File: src/rtl/mlp_train_sequencer_pkg.sv
// Shared types for the MLP training sequencer: fixed-point format, activation
// selector and sequencer states.
package mlp_train_sequencer_pkg;

    localparam int unsigned SFP_W  = 32;
    localparam int unsigned FRAC_W = 16;
    localparam int unsigned ACT_W  = 2;

    typedef logic signed [SFP_W-1:0] sfp;

    localparam sfp ONE  = 32'sh0001_0000;
    localparam sfp HALF = 32'sh0000_8000;

    typedef enum logic [ACT_W-1:0] {
        ACT_RELU    = 2'd0,
        ACT_SIGMOID = 2'd1,
        ACT_TANH    = 2'd2,
        ACT_LINEAR  = 2'd3
    } act_func;

    typedef enum logic [2:0] {
        SEQ_IDLE,
        SEQ_TRAIN,
        SEQ_EVAL,
        SEQ_DRAIN,
        SEQ_DONE
    } seq_state_e;

    // Signed classification of a value against the threshold.
    function automatic logic sfp_below(input sfp a, input sfp thr);
        return a < thr;
    endfunction

endpackage

File: src/rtl/mlp_sample_store.sv
// Dataset register file: one synchronous write port, one combinational read port.
// Contents are intentionally not reset.
module mlp_sample_store #(
    parameter int unsigned DEPTH  = 4,
    parameter int unsigned DATA_W = 96,
    parameter int unsigned IDX_W  = 2
) (
    input  logic              clk,
    input  logic              wr_en_i,
    input  logic [IDX_W-1:0]  wr_idx_i,
    input  logic [DATA_W-1:0] wr_data_i,
    input  logic [IDX_W-1:0]  rd_idx_i,
    output logic [DATA_W-1:0] rd_data_c_o
);

    logic [DATA_W-1:0] mem_q [DEPTH];

    always_ff @(posedge clk) begin
        if (wr_en_i) begin
            mem_q[wr_idx_i] <= wr_data_i;
        end
    end

    assign rd_data_c_o = mem_q[rd_idx_i];

endmodule

File: src/rtl/mlp_train_sequencer.sv
// Streams a stored dataset to an MLP for a number of epochs (TRAIN then EVAL pass each)
// and scores the EVAL predictions. Optional MLP_SEQ_EARLY_STOP_EN ends the run once an EVAL pass is perfect.
module mlp_train_sequencer
    import mlp_train_sequencer_pkg::*;
#(
    parameter int unsigned INPUTS      = 2,
    parameter int unsigned OUTPUTS     = 1,
    parameter int unsigned SAMPLES     = 4,
    parameter int unsigned EPOCH_W     = 16,
    parameter int unsigned MLP_LATENCY = 1,
    localparam int unsigned IDX_W      = (SAMPLES > 1) ? $clog2(SAMPLES) : 1,
    localparam int unsigned CORR_W     = $clog2(SAMPLES * OUTPUTS + 1)
) (
    input  logic                       clk,
    input  logic                       rst,
    input  logic                       ld_valid_i,
    input  logic [IDX_W-1:0]           ld_idx_i,
    input  logic [INPUTS*SFP_W-1:0]    ld_values_i,
    input  logic [OUTPUTS*SFP_W-1:0]   ld_expected_i,
    input  logic                       start_i,
    input  logic [EPOCH_W-1:0]         num_epochs_i,
    input  logic [SFP_W-1:0]           cfg_learning_rate_i,
    input  logic [SFP_W-1:0]           cfg_threshold_i,
    input  logic [ACT_W-1:0]           cfg_hidden_act_i,
    input  logic [ACT_W-1:0]           cfg_output_act_i,
    output logic [INPUTS*SFP_W-1:0]    values_o,
    output logic [OUTPUTS*SFP_W-1:0]   expected_o,
    output logic                       training_o,
    output logic [SFP_W-1:0]           learning_rate_o,
    output logic [ACT_W-1:0]           hidden_activation_o,
    output logic [ACT_W-1:0]           output_activation_o,
    input  logic [OUTPUTS*SFP_W-1:0]   prediction_i,
    output logic                       busy_o,
    output logic                       done_o,
    output logic [EPOCH_W-1:0]         epoch_cnt_o,
    output logic [CORR_W-1:0]          correct_cnt_o,
    output logic                       eval_valid_o
);

    localparam int unsigned IN_W   = INPUTS * SFP_W;
    localparam int unsigned OUT_W  = OUTPUTS * SFP_W;
    localparam int unsigned ENT_W  = IN_W + OUT_W;
    localparam int unsigned PH_MAX = (SAMPLES > MLP_LATENCY) ? SAMPLES : MLP_LATENCY;
    localparam int unsigned PH_W   = (PH_MAX > 1) ? $clog2(PH_MAX) : 1;
    localparam int unsigned DL_LST = MLP_LATENCY - 1;

    localparam logic [PH_W-1:0]   LAST_SMP   = PH_W'(SAMPLES - 1);
    localparam logic [PH_W-1:0]   LAST_DRN   = PH_W'(MLP_LATENCY - 1);
    localparam logic [CORR_W-1:0] FULL_SCORE = CORR_W'(SAMPLES * OUTPUTS);

    seq_state_e          state_q, state_d;
    logic [PH_W-1:0]     ph_q, ph_d;
    logic [EPOCH_W-1:0]  nep_q, nep_d;
    logic [EPOCH_W-1:0]  epoch_q, epoch_d;
    logic [CORR_W-1:0]   corr_q, corr_d;
    logic [CORR_W-1:0]   run_q, run_d;
    logic                done_q, done_d;
    logic                busy_q, busy_d;
    logic                training_q, training_d;
    logic [IN_W-1:0]     values_q, values_d;
    logic [OUT_W-1:0]    expected_q, expected_d;
    sfp                  lr_q, lr_d;
    sfp                  thr_q, thr_d;
    logic [ACT_W-1:0]    hact_q, hact_d;
    logic [ACT_W-1:0]    oact_q, oact_d;

    logic                dl_vld_q [MLP_LATENCY];
    logic [OUT_W-1:0]    dl_exp_q [MLP_LATENCY];

    logic                wr_en_c;
    logic [ENT_W-1:0]    wr_data_c;
    logic [IDX_W-1:0]    rd_idx_c;
    logic [ENT_W-1:0]    rd_data_c;
    logic [ENT_W-1:0]    entry_c;
    logic [CORR_W-1:0]   score_inc_c;

    // Host writes only land while idle/done and for in-range indices.
    assign wr_en_c   = ld_valid_i && !busy_q &&
                       ({1'b0, ld_idx_i} < (IDX_W + 1)'(SAMPLES));
    assign wr_data_c = {ld_expected_i, ld_values_i};
    assign rd_idx_c  = IDX_W'(ph_d);

    mlp_sample_store #(
        .DEPTH  (SAMPLES),
        .DATA_W (ENT_W),
        .IDX_W  (IDX_W)
    ) u_store (
        .clk         (clk),
        .wr_en_i     (wr_en_c),
        .wr_idx_i    (ld_idx_i),
        .wr_data_i   (wr_data_c),
        .rd_idx_i    (rd_idx_c),
        .rd_data_c_o (rd_data_c)
    );

    // Forward a same-cycle write so a start issued with a load sees the new entry.
    assign entry_c = (wr_en_c && (ld_idx_i == rd_idx_c)) ? wr_data_c : rd_data_c;

    // Score the sample leaving the delay line against the live prediction.
    always_comb begin
        score_inc_c = '0;
        for (int o = 0; o < OUTPUTS; o++) begin
            if (dl_vld_q[DL_LST] &&
                (sfp_below(sfp'(prediction_i[o*SFP_W +: SFP_W]), thr_q) ==
                 sfp_below(sfp'(dl_exp_q[DL_LST][o*SFP_W +: SFP_W]), thr_q))) begin
                score_inc_c = score_inc_c + CORR_W'(1);
            end
        end
    end

    // Sequencer next-state, epoch bookkeeping and config latching.
    always_comb begin
        state_d = state_q;
        ph_d    = ph_q;
        nep_d   = nep_q;
        epoch_d = epoch_q;
        corr_d  = corr_q;
        run_d   = run_q + score_inc_c;
        done_d  = 1'b0;
        lr_d    = lr_q;
        thr_d   = thr_q;
        hact_d  = hact_q;
        oact_d  = oact_q;

        case (state_q)
            SEQ_IDLE, SEQ_DONE: begin
                if (start_i) begin
                    nep_d   = num_epochs_i;
                    lr_d    = sfp'(cfg_learning_rate_i);
                    thr_d   = sfp'(cfg_threshold_i);
                    hact_d  = cfg_hidden_act_i;
                    oact_d  = cfg_output_act_i;
                    epoch_d = '0;
                    ph_d    = '0;
                    if (num_epochs_i == '0) begin
                        state_d = SEQ_EVAL;
                        run_d   = '0;
                    end else begin
                        state_d = SEQ_TRAIN;
                    end
                end
            end
            SEQ_TRAIN: begin
                if (ph_q == LAST_SMP) begin
                    ph_d    = '0;
                    state_d = SEQ_EVAL;
                    run_d   = '0;
                end else begin
                    ph_d = ph_q + PH_W'(1);
                end
            end
            SEQ_EVAL: begin
                if (ph_q == LAST_SMP) begin
                    ph_d    = '0;
                    state_d = SEQ_DRAIN;
                end else begin
                    ph_d = ph_q + PH_W'(1);
                end
            end
            SEQ_DRAIN: begin
                if (ph_q == LAST_DRN) begin
                    ph_d    = '0;
                    corr_d  = run_d;
                    state_d = SEQ_DONE;
                    // A zero-epoch run is a single evaluation and does not count as an epoch.
                    if (nep_q != '0) begin
                        epoch_d = epoch_q + EPOCH_W'(1);
                        if (epoch_d < nep_q) begin
                            state_d = SEQ_TRAIN;
                        end
`ifdef MLP_SEQ_EARLY_STOP_EN
                        if (run_d == FULL_SCORE) begin
                            state_d = SEQ_DONE;
                        end
`endif
                    end
                    done_d = (state_d == SEQ_DONE);
                end else begin
                    ph_d = ph_q + PH_W'(1);
                end
            end
            default: begin
                state_d = SEQ_IDLE;
            end
        endcase
    end

    // MLP-facing outputs are loaded on the edge that enters each TRAIN/EVAL cycle.
    always_comb begin
        values_d   = values_q;
        expected_d = expected_q;
        training_d = (state_d == SEQ_TRAIN);
        busy_d     = (state_d == SEQ_TRAIN) || (state_d == SEQ_EVAL) || (state_d == SEQ_DRAIN);
        if ((state_d == SEQ_TRAIN) || (state_d == SEQ_EVAL)) begin
            values_d   = entry_c[IN_W-1:0];
            expected_d = entry_c[ENT_W-1:IN_W];
        end
    end

    always_ff @(posedge clk) begin
        if (rst) begin
            state_q    <= SEQ_IDLE;
            ph_q       <= '0;
            nep_q      <= '0;
            epoch_q    <= '0;
            corr_q     <= '0;
            run_q      <= '0;
            done_q     <= 1'b0;
            busy_q     <= 1'b0;
            training_q <= 1'b0;
            values_q   <= '0;
            expected_q <= '0;
            lr_q       <= '0;
            thr_q      <= '0;
            hact_q     <= ACT_RELU;
            oact_q     <= ACT_RELU;
        end else begin
            state_q    <= state_d;
            ph_q       <= ph_d;
            nep_q      <= nep_d;
            epoch_q    <= epoch_d;
            corr_q     <= corr_d;
            run_q      <= run_d;
            done_q     <= done_d;
            busy_q     <= busy_d;
            training_q <= training_d;
            values_q   <= values_d;
            expected_q <= expected_d;
            lr_q       <= lr_d;
            thr_q      <= thr_d;
            hact_q     <= hact_d;
            oact_q     <= oact_d;
        end
    end

    // Delay line aligning each EVAL issue with its prediction MLP_LATENCY cycles later.
    always_ff @(posedge clk) begin
        if (rst) begin
            for (int i = 0; i < MLP_LATENCY; i++) begin
                dl_vld_q[i] <= 1'b0;
                dl_exp_q[i] <= '0;
            end
        end else begin
            dl_vld_q[0] <= (state_q == SEQ_EVAL);
            dl_exp_q[0] <= expected_q;
            for (int i = 1; i < MLP_LATENCY; i++) begin
                dl_vld_q[i] <= dl_vld_q[i-1];
                dl_exp_q[i] <= dl_exp_q[i-1];
            end
        end
    end

    assign values_o            = values_q;
    assign expected_o          = expected_q;
    assign training_o          = training_q;
    assign learning_rate_o     = lr_q;
    assign hidden_activation_o = hact_q;
    assign output_activation_o = oact_q;
    assign busy_o              = busy_q;
    assign done_o              = done_q;
    assign epoch_cnt_o         = epoch_q;
    assign correct_cnt_o       = corr_q;
    assign eval_valid_o        = dl_vld_q[DL_LST];

endmodule

File: config.mk
export PLATFORM = sky130hd
export DESIGN_NAME = mlp_train_sequencer
export DESIGN_NICKNAME = d
export VERILOG_FILES = /design/src/rtl/mlp_train_sequencer_pkg.sv /design/src/rtl/mlp_sample_store.sv /design/src/rtl/mlp_train_sequencer.sv
export SDC_FILE = /design/constraint.sdc
export NUM_CORES = 1
export LEC_CHECK = 0
export ABC_AREA = 1
export CORE_ASPECT_RATIO = 2
export CORE_MARGIN = 4
export CORE_UTILIZATION = 45
export CTS_BUF_LIST = sky130_fd_sc_hd__clkbuf_2 sky130_fd_sc_hd__clkbuf_4 sky130_fd_sc_hd__clkbuf_8
export DETAILED_ROUTE_END_ITERATION = 10
export DONT_BUFFER_PORTS = 1
export GPL_TIMING_DRIVEN = 0
export PLACE_DENSITY = 0.64
export SLEW_MARGIN = 20
export SYNTH_ARGS = -nofsm -noshare
export SYNTH_HDL_FRONTEND = slang
export SYNTH_HIERARCHICAL = 1
export SYNTH_SLANG_ARGS = --single-unit
File: constraint.sdc
create_clock -name clk -period 9.5 [get_ports clk]
set_input_delay 2.375 -clock clk [delete_from_list [all_inputs] [get_ports clk]]
set_output_delay 2.375 -clock clk [all_outputs]
set_load 0.01 [all_outputs]
Word level (Yosys, flattened, before mapping). Memory sizes are Yosys's and may differ from the RTL's. A register that Yosys moved wholly into a read port is not among the register bits. Cells that the tools add are included.

Output and inout bits: 155. Memories: 3. Word-level logic and storage cells: 87. Input bits: 218. Bits in writable memories: 417. Register bits: 114.

Muxes and demuxes: 32. $add $sub $neg: 3. Equal/unequal tests: 13. Order comparisons: 3. Bitwise logic cells: 2. Reductions and logical operators: 18.

Memory list: u_store.mem_q (words 4, bits a word 96, read ports 1, clocked after memory_dff 1, wr ports 1, line mlp_sample_store.sv:16) `logic [DATA_W-1:0] mem_q [DEPTH];`; dl_exp_q (words 1, bits a word 32, read ports 1, clocked after memory_dff 0, wr ports 1, line mlp_train_sequencer.sv:68) `logic [OUT_W-1:0] dl_exp_q [MLP_LATENCY];`; dl_vld_q (words 1, bits a word 1, read ports 1, clocked after memory_dff 0, wr ports 1, line mlp_train_sequencer.sv:67) `logic dl_vld_q [MLP_LATENCY];`.

Operators with widths (number): 32-bit < comparator (2); 16-bit 2-to-1 mux (3); 3-bit 2-to-1 mux (11); 32-bit 2-to-1 mux (1); 16-bit case mux with 2 select lines (1); 32-bit OR reduction (1); 16-bit by 1-bit adder with 16-bit output (second input constant) (1); 16-bit zero test (1); 16-bit < comparator (1); 16-bit nonzero test (1); 3-bit by 2-bit == test with 1-bit output (second input constant) (4); 3-bit case mux with 4 select lines (1); 1-bit 2-to-1 mux (9); 2-bit 2-to-1 mux (4); 3-bit by 1-bit == test with 1-bit output (second input constant) (2); 3-bit == test (second input constant) (2); 2-bit != test (second input constant) (3); 2-bit case mux with 3 select lines (1); 3-bit case mux with 2 select lines (1); 2-bit AND reduction (2); 4-bit AND reduction (1); 2-bit OR reduction (2); 3-bit by 1-bit adder with 3-bit output (1); 3-bit zero test (1); 11 further kinds (14).

Depth between registers and ports, before layout. Gate-level depths: netlist of run 1.

Depth in word-level cells: 11. Gate-level depth with buffers: 22.

Modules after synthesis. Netlist of run 1, hierarchy kept.

By module, submodules not included: mlp_sample_store (area an instance 16077.9 µm², instances 1, cells each 1512, sequential area each 11531.1 µm²); mlp_train_sequencer (area an instance 12341.8 µm², instances 1, cells each 1859, sequential area each 4864.7 µm²).

Worst setup path before layout of run 1. Ideal clock, no wire load.

Kind: input to register. From: input ld_valid_i. To: memory u_store.mem_q[0][0], enable pin. Arrival: 9118 ps. Buffers on the path: 0. Stages on the path: 4. Path slack: -287 ps. Data required time: 8830 ps. Cells stage by stage: inv_1 nor2_1 inv_1 nor3_1.

Word-level cells in the longest chain between the ends: 3.

RTL lines: from (decl) (line mlp_train_sequencer.sv:16) `input logic ld_valid_i,`; 1-bit logical AND (line mlp_train_sequencer.sv:78) `assign wr_en_c = ld_valid_i && !busy_q &&`; via wr_en_c (line mlp_train_sequencer.sv:70) `logic wr_en_c;`; 1-bit 2-to-1 mux (line mlp_sample_store.sv:19) `if (wr_en_i) begin`; 1-bit 2-to-1 mux (not written as such) (line mlp_sample_store.sv:20) `mem_q[wr_idx_i] <= wr_data_i;`; to (decl) (line mlp_sample_store.sv:16).

The timed path passes the listed nets, and every way through them passes these cells.

Worst setup path in the final report of run 1.
From: input ld_valid_i. To: memory u_store.mem_q[2][92], enable pin.

Same word-level chain as after synthesis.

==> results of run 1 <==
critical path: stages:
cell and delay (ps):
sky130_fd_sc_hd__inv_1 40, sky130_fd_sc_hd__nor2_1 190, sky130_fd_sc_hd__inv_1 150, sky130_fd_sc_hd__nor3_2 580, sky130_fd_sc_hd__buf_4 280, sky130_fd_sc_hd__buf_4 170, sky130_fd_sc_hd__buf_4 210, sky130_fd_sc_hd__buf_4 220
sky130_fd_sc_hd__buf_4 220, sky130_fd_sc_hd__buf_4 230
state kept, by name, summed over array words and instances, names as in the netlist:
register             cells
output_activation_o      2
dl_exp_q                32
hidden_activation_o      2
thr_q                   32
state_q                  3
run_q                    3
ph_q                     2
correct_cnt_o            3
epoch_cnt_o             16
u_store/mem_q          384
expected_o              32
nep_q                   16
busy_o                   1
dl_vld_q                 1
values_o                64
done_o                   1
learning_rate_o         32
training_o               1
power breakdown:
part | internal, mW | total (mW) | switching, mW | leakage (nW)
clock network | 1.36 | 2.42 | 1.07 | 1.07
logic | 0.283 | 0.920 | 0.636 | 8.14
registers | 3.05 | 3.17 | 0.123 | 5.52
cells in the final DEF (no fill, tap or decap), drive strengths merged:
cell type and count:
nor4 8, buf 145, nand3 211, o21ai 197, clkinv 23, and2 1, inv 582, edfxtp 384
clkinvlp 6, clkbuf 200, nand4 9, a211oi 2, o2111ai 1, nor2 349, a31oi 4, nand2 996
xnor2 4, diode 3, xor2 11, o211ai 2, dfxtp 243, o21a 4, bufinv 9, nor3 13
a21oi 108, ha 83
layer usage:
layer	vias up	global-route usage
met1	9806	0.228
li1	10837	-
met2	679	0.468
met3	169	0.0681
met5	-	0
met4	2	0.106
layout make-up:
| class | count | area share |
|---|---|---|
| diodes | 3 | 0.000235 |
| plain buffers | 161 | 0.0231 |
| clock buffers | 130 | 0.0509 |
| clock inverters | 40 | 0.0137 |
| inverters | 580 | 0.0681 |
| multi-input cells | 2003 | 0.286 |
| flip-flops and latches | 627 | 0.513 |
| well taps | 792 | 0.0310 |
| repair buffers | 54 | 0.0147 |
through the flow:
step	instance area [um^2]	setup TNS [ps]	hold slack [ps]
finish	32000	0	492
global placement	29400	-2347100	473
detailed placement	29900	0	482
global route	32000	0	510
floorplan	28400	-110200	450
CTS	32000	0	493
worst max-delay path by stage:
stage	from	endpoint
2_1_floorplan	ld_valid_i	u_store/mem_q[0][0]
3_3_place_gp	ld_valid_i	u_store/mem_q[1][82]
3_5_place_dp	prediction_i[31]	correct_cnt_o[2]
4_1_cts	num_epochs_i[7]	values_o[47]
5_1_grt	epoch_cnt_o[0]	values_o[49]
6_report	ld_valid_i	u_store/mem_q[2][92]
kinds of logic after synthesis:
family	count (synthesis)	share of synthesized area
AOI/OAI and AO/OA	318	0.0572
xor gates and xnor gates	15	0.00489
adders and majority gates	83	0.0365
buffers and inverters	741	0.103
DFF	627	0.577
and+or+nand+nor	1587	0.222
==> out/results.txt, run 1 <==
Averaged over all synthesized cells, the footprint is 8.43 um^2. In this run, synthesis produced a sequential element count of 627. The startpoint identified for the worst register-to-register timing path is epoch_cnt_o[2]. Summing all multi-input logic gate instances after layout gives 9130 um^2. The run gives 3,371 as the cell count after synthesis. Clock-pin slew was measured on the worst setup and hold paths at 60 ps. For this design the top-level I/O count stands at 373.

The worst hold path endpoint is thr_q[5]. The wire length on met3 was 6610 um. TritonCTS built the clock tree. The proportion of netlist area held by the largest area contributor was 0.406. The worst hold path belongs to the class reg -> reg. The global-route total usage across every layer came out at 0.241.

The die is 186 um wide. For this run, the number of Yosys warnings is 6. The design draws 6.51 mW. At the placement stage, the worst setup path has a slack of 4510 ps. Counting I/O delays and the setup requirement, the final critical path takes 4330 ps.

Clock tree synthesis inserted a total of 90 buffers. Setup slack on the critical path of the routed design comes to 5170 ps. Layout net count: 3,818. The share of the clock period used by the worst path is 0.456. STA puts the critical path data required time at 9850 ps. Pin count of the biggest net entering global routing: 13.

Ranked by total cell area, the synthesized netlist is headed by sky130_fd_sc_hd__edfxtp_1, sky130_fd_sc_hd__dfxtp_1, sky130_fd_sc_hd__nand2_1. The logs give 21,797 for the number of global-route vias before repair and 67,500 um^2 for the floorplan die area. The worst register-to-register path ends at values_o[47].

By count the netlist is led by sky130_fd_sc_hd__nand2_1, sky130_fd_sc_hd__inv_1, sky130_fd_sc_hd__edfxtp_1. The most used flip-flop cell after synthesis is sky130_fd_sc_hd__edfxtp_1. The leakage power total is 14.7 nW.

Clock root buffer master: sky130_fd_sc_hd__clkbuf_8. Deepest clock path buffer count: 3. The logs give 4,217 for the number of instances in the placed design and 4 for the number of antenna violations at the first check in global routing. For the length of the first detailed-routing pass in iterations, the log shows 7.

The number of clock sinks was 627; the number of maximum-capacitance violations was 0. The highest layer touched by signal routing is met5. Final-layout fill cell count: 5,952.

Across the VDD grid, the largest voltage drop is 0.161 mV. The floorplan has 130 rows. The end-of-flow core utilization came out at 0.509.

The standard cell core area is 62,800 um^2, and the path depth of the worst reg2reg path is 20. Setup repair after global routing left no endpoint under its margin. Max-slew violation count: 0. The first global-routing pass estimated 124,000 um of wire. The type of destination of the critical path was a register.

The number of vias per cell after detailed routing works out to 4.90. Buffers added to address setup during post-CTS repair amount to 0. The tools report the total global routing overflow as 0. The flow ran to the end, and the final reports show no timing, DRC or antenna violations. The number of gates resized after CTS was 0. The final number of hold-violating endpoints is 0. Derived from the worst setup path, the maximum achievable clock frequency is 231 MHz. The run gives 0 as the detailed-route DRC error count. The largest area contributor in the synthesized netlist is sky130_fd_sc_hd__edfxtp_1. The detail route stage leaves a number of antenna-violating nets equal to 0. For the pin with the worst max-slew slack, the measured transition is 997 ps.

The detailed router finished its first iteration with 1,143 violations. For the worst-skew pair, the clock arrives at the later sink with an insertion delay of 670 ps. The die is 363 um tall.

At the worst endpoint, the arrival time is 4680 ps. The share of layout cells above drive strength 1 works out to 0.0882. The relative max-transition margin came out at 0.335. The routed design uses 45,300 um of met2 wire.

Synthesis produced a netlist with a net count of 3,672. The area overhead of the layout relative to synthesis was 12.5%; the largest driver fanout on the critical path was 9. The async set-reset flop share out of synthesis is 0.

Most instantiated library cell after synthesis: sky130_fd_sc_hd__nand2_1. Post-layout instance count excluding filler cells: 4,390. In this run the cell area of the synthesized design comes to 28,400 um^2.

The run gives 0.453 as the starting utilization of the core area. Along the worst hold path, the cell count comes to 2. The logs give 3 for the H-tree level count and 0 for the count of hold buffers inserted by post-cts repair. The tools report the startpoint type of the worst setup path as an input port. Between clock sinks in the finished design, the worst skew comes to 29.6 ps. Routability-driven placement finished with a final weighted congestion of 0.920.

The worst setup path category was in -> reg. Detailed placement finished with a half-perimeter wire length of 63,000 um. The number of synthesized flops with an enable pin works out to 384.

The run gives 27,700 um as the met1 wire length. Setup violations remaining at the end of the flow were counted as 0. Synthesis instantiated 33 different standard cells from the library. The sequential cell area fraction in the yosys report is 0.577, and the count of buffers from port buffering is 0. Wires add up to 82,900 um. Dividing the detail-routed wire length by the instance count gives 18.9 um. Registers take 16,400 um^2. In this run the most critical hold path is launched from thr_q[5]. Dividing total power by cell area gives a power density of 204 nW/um^2. The reg-to-reg setup timing slack was 5390 ps; the via count of the routed design was 21,493.
Note: power is estimated with default switching activity, not from simulation.
==> inputs of run 2 (changes only) <==
--- a/config.mk
+++ b/config.mk
@@ -13,7 +13,7 @@
 export DETAILED_ROUTE_END_ITERATION = 10
 export DONT_BUFFER_PORTS = 1
 export GPL_TIMING_DRIVEN = 0
-export PLACE_DENSITY = 0.64
+export PLACE_DENSITY = 0.62
 export SLEW_MARGIN = 20
 export SYNTH_ARGS = -nofsm -noshare
 export SYNTH_HDL_FRONTEND = slang
==> constraint.sdc (replaced) <==
create_clock -name clk -period 4.25 [get_ports clk]
set_input_delay 1.0625 -clock clk [delete_from_list [all_inputs] [get_ports clk]]
set_output_delay 1.0625 -clock clk [all_outputs]
set_load 0.01 [all_outputs]
==> run 2 against run 1 <==
Against the previous run: cell area increased by 0.88%; cell count decreased by 0.52%; worst hold slack got worse by 15 ps; wire length decreased by 0.20%; via count increased by 0.54%; sequential power increased by 120%; register-to-register slack got worse by 4900 ps; first-iteration DRC count decreased by 9.6%; flip-flop and latch count unchanged; clock skew increased by 2.7 ps; die area unchanged; largest power group unchanged.
==> out/results.txt, run 2 (synthesis gave the netlist of run 1 again) <==
The run finished with clean final reports. The final number of hold-violating endpoints is 0 (unchanged). The horizontal die dimension works out to 186 um (unchanged). Path depth of the worst reg2reg path: 20 (unchanged). The run gives 660 ps (about the same) as the insertion delay to the later sink of the worst-skew pair.

The delay of the slowest critical-path stage is 550 ps (-30 ps). Leaving out fill and tap cells, the most frequent cells in the layout are sky130_fd_sc_hd__nand2_1, sky130_fd_sc_hd__inv_1, sky130_fd_sc_hd__edfxtp_1, sky130_fd_sc_hd__nor2_1, sky130_fd_sc_hd__dfxtp_1. The tools report the count of hold buffers inserted by post-cts repair as 0 (unchanged). The tools report the placement row count as 130 (unchanged). The largest driver fanout on the critical path is 10 (+1), and the number of maximum-capacitance violations is 0 (unchanged).

The count of buffering cells on the critical path with inverters included is 3 (-5), and the share of layout cells above drive strength 1 is 0.0843 (-0.00386). The share of the clock period used by the worst path was 0.893. The number of vias per cell after detailed routing came out at 4.95 (+1.1%). Time the worst path needs with I/O delays and setup: 3790 ps. More flip-flops sit in one register than any other, and that register is u_store/mem_q. The run gives 7 (unchanged) as the length of the first detailed-routing pass in iterations. Derived from the worst setup path, the maximum achievable clock frequency is 264 MHz.

The power density normalized to cell area was 466 nW/um^2 (+130%); the max-slew violation count was 0 (unchanged). The count of final setup violators is 0 (unchanged). The area growth from synthesis to layout is 13.5%. The tools report the deepest clock path buffer count as 3 (unchanged).

The path with the worst hold slack has its endpoint at u_store/mem_q[1][28]. The starting utilization of the core area came out at 0.453 (unchanged). Kind of path behind the tightest hold check: in -> reg. By instance count, the cell type seen most on the critical path is sky130_fd_sc_hd__nand2_1.

In this run the most critical hold path is launched from ld_values_i[28]. The data arrival time at the worst-slack endpoint was 4330 ps (-350 ps). Gate family responsible for the most delay along the worst path: simple AND/OR/NAND/NOR gates.

The logs give 3,797 (-0.55%) for the layout net count and 3 (unchanged) for the H-tree level count. Worst reg2reg path endpoint: values_o[52]. The run gives 4,197 (-0.47%) as the number of instances in the placed design.

The standard cell core area came out at 62,800 um^2 (unchanged). The number of global-route vias before repair was 21,520 (-1.3%); the area occupied by registers was 16,400 um^2 (about the same). The logs give 373 (unchanged) for the top-level I/O count and 627 (unchanged) for the number of clock sinks.

The relative max-transition margin came out at 0.421 (+0.0865). The logs give 32.3 ps (+2.74 ps) for the worst-case clock skew and 123,000 um (-0.58%) for the wire length of the first global-routing pass. The worst setup path is launched from a register. The flip-flop count of the largest register after layout was 384 (unchanged). The worst supply voltage drop on vdd was 0.309 mV (+92%); the via count of the routed design was 21,608 (+0.54%).

Cell type of the slowest stage on the worst timing path: sky130_fd_sc_hd__dfxtp_1. The run gives 0 (unchanged) as the detailed-route DRC error count. In this run the clock root is driven by a sky130_fd_sc_hd__clkbuf_8.

The clock-pin slew of the registers on the worst-case setup and hold paths works out to 80 ps (+20 ps). The routed length per placed instance was 18.9 um (+0.32%). The depth of the worst hold-timing path works out to 0 (-2). The logs give 0 (unchanged) for the number of antenna-violating nets in the routed design and 5 (+1) for the number of antenna violations at the first check in global routing. The tools report the leakage power total as 14.8 nW (+0.29%). The final-layout fill cell count is 5,962 (+0.17%). The initial DRC count is 1,033 (-9.6%).

Placed wire-length estimate after detailed placement: 63,100 um (+0.19%). The slew at the pin with the worst max-slew slack came out at 868 ps (-130 ps). The final weighted congestion in routability-driven placement was 0.903 (-1.8%). The die span in y was 363 um (unchanged); the floorplan die area was 67,500 um^2 (unchanged). For the total area of multi-input combinational cells, the log shows 9160 um^2 (+0.33%). The reg-to-reg startpoint is epoch_cnt_o[2].

The count of buffers from port buffering works out to 0 (unchanged). The sum of negative setup slack came out at 0 ps (unchanged). For the global-route total usage across every layer, the log shows 0.240 (-0.00111). The post-layout instance count excluding filler cells came out at 4,367 (-0.52%).

Total global routing overflow: 0 (unchanged). TritonCTS built the clock tree. The critical path in this run is classified as reg -> reg.

Setup repair after global routing left no endpoint under its margin. The logs give 82,700 um (-0.20%) for the total detailed-routing wirelength and 89 (-1.1%) for the clock buffer count from CTS. Pin count of the biggest net entering global routing: 14 (+1). The signal on the critical path passes through nand3_1, nor3_2, nand3_1, nor3_1, xor2_1, inv_1, ha_1, a21oi_1, o21ai_0, nand2_1, nand2_1, nor2_1, nand3_1, nand3_1, nand2_1, clkbuf_4, buf_2, nand2_1, nand2_1, nor2_1. The data required time of the critical path was 4790 ps (-5060 ps).

Reg-to-reg setup timing slack: 460 ps (-4930 ps). Most common cell after layout, fill and taps aside: sky130_fd_sc_hd__nand2_1. STA classifies the critical path endpoint as a register.
run 2: worst max-delay path by stage:
| stage | endpoint | depth (start not counted) | from | slack [ps] |
|---|---|---|---|---|
| 6_report | values_o[52] | 20 | epoch_cnt_o[2] | 460 |
| 5_1_grt | values_o[48] | 20 | epoch_cnt_o[2] | 30 |
| 4_1_cts | values_o[52] | 20 | epoch_cnt_o[0] | 90 |
| 3_5_place_dp | values_o[46] | 20 | epoch_cnt_o[0] | 120 |
| 3_3_place_gp | u_store/mem_q[2][35] | 4 | ld_valid_i | -5100 |
| 2_1_floorplan | u_store/mem_q[2][0] | 4 | ld_valid_i | -1300 |
run 2: where the power goes:
group          total (mW)  switching [mW]  internal, mW  leakage (nW)
Clock                5.87            2.39          3.48          1.15
Combinational        2.07            1.43         0.642          8.10
Sequential           7.09           0.280          6.81          5.52
Total                15.0            4.10          10.9          14.8
run 2: metal layers:
metal	share of wire	GRT usage	vias up
met5	0	0	-
met4	0.042	0.105	0
met3	0.083	0.0677	185
met2	0.54	0.467	705
met1	0.33	0.227	9907
li1	-	-	10811
run 2: layout make-up:
class / count / area share
sequential: 627 / 0.508
multi-input combinational: 2003 / 0.284
inverter: 580 / 0.0675
clock buffer: 124 / 0.0492
tap: 792 / 0.0307
buffer: 161 / 0.0230
clock inverter: 41 / 0.0204
timing repair buffer: 34 / 0.0164
antenna: 5 / 0.000388
run 2: through the flow:
| step | hold WS [ps] | worst slack, ps | utilization | instance area [um^2] | total power [mW] |
|---|---|---|---|---|---|
| after global placement | 465 | -5100 | 0.469 | 29400 | 9.25 |
| after CTS | 406 | 86.3 | 0.513 | 32200 | 15.2 |
| final | 477 | 455 | 0.514 | 32300 | 15.0 |
| after detailed placement | 472 | 117 | 0.478 | 30000 | 9.31 |
| after global routing | 429 | 25.1 | 0.514 | 32300 | 15.8 |
| after floorplan | 450 | -1300 | - | 28400 | 8.57 |
run 2: timing repair:
item                       CTS  global route
setup endpoints to repair    0            96
setup buffers                0             0
resized for setup            0             4
run 2: worst register-to-register path, delay by kind of cell (launching register included):
family / cells / cell delay, ps
fa+ha+maj: 1 / 300
compound gates: 2 / 200
buf+inv: 3 / 820
flops: 1 / 550
xor+xnor: 1 / 190
simple gates: 13 / 1640
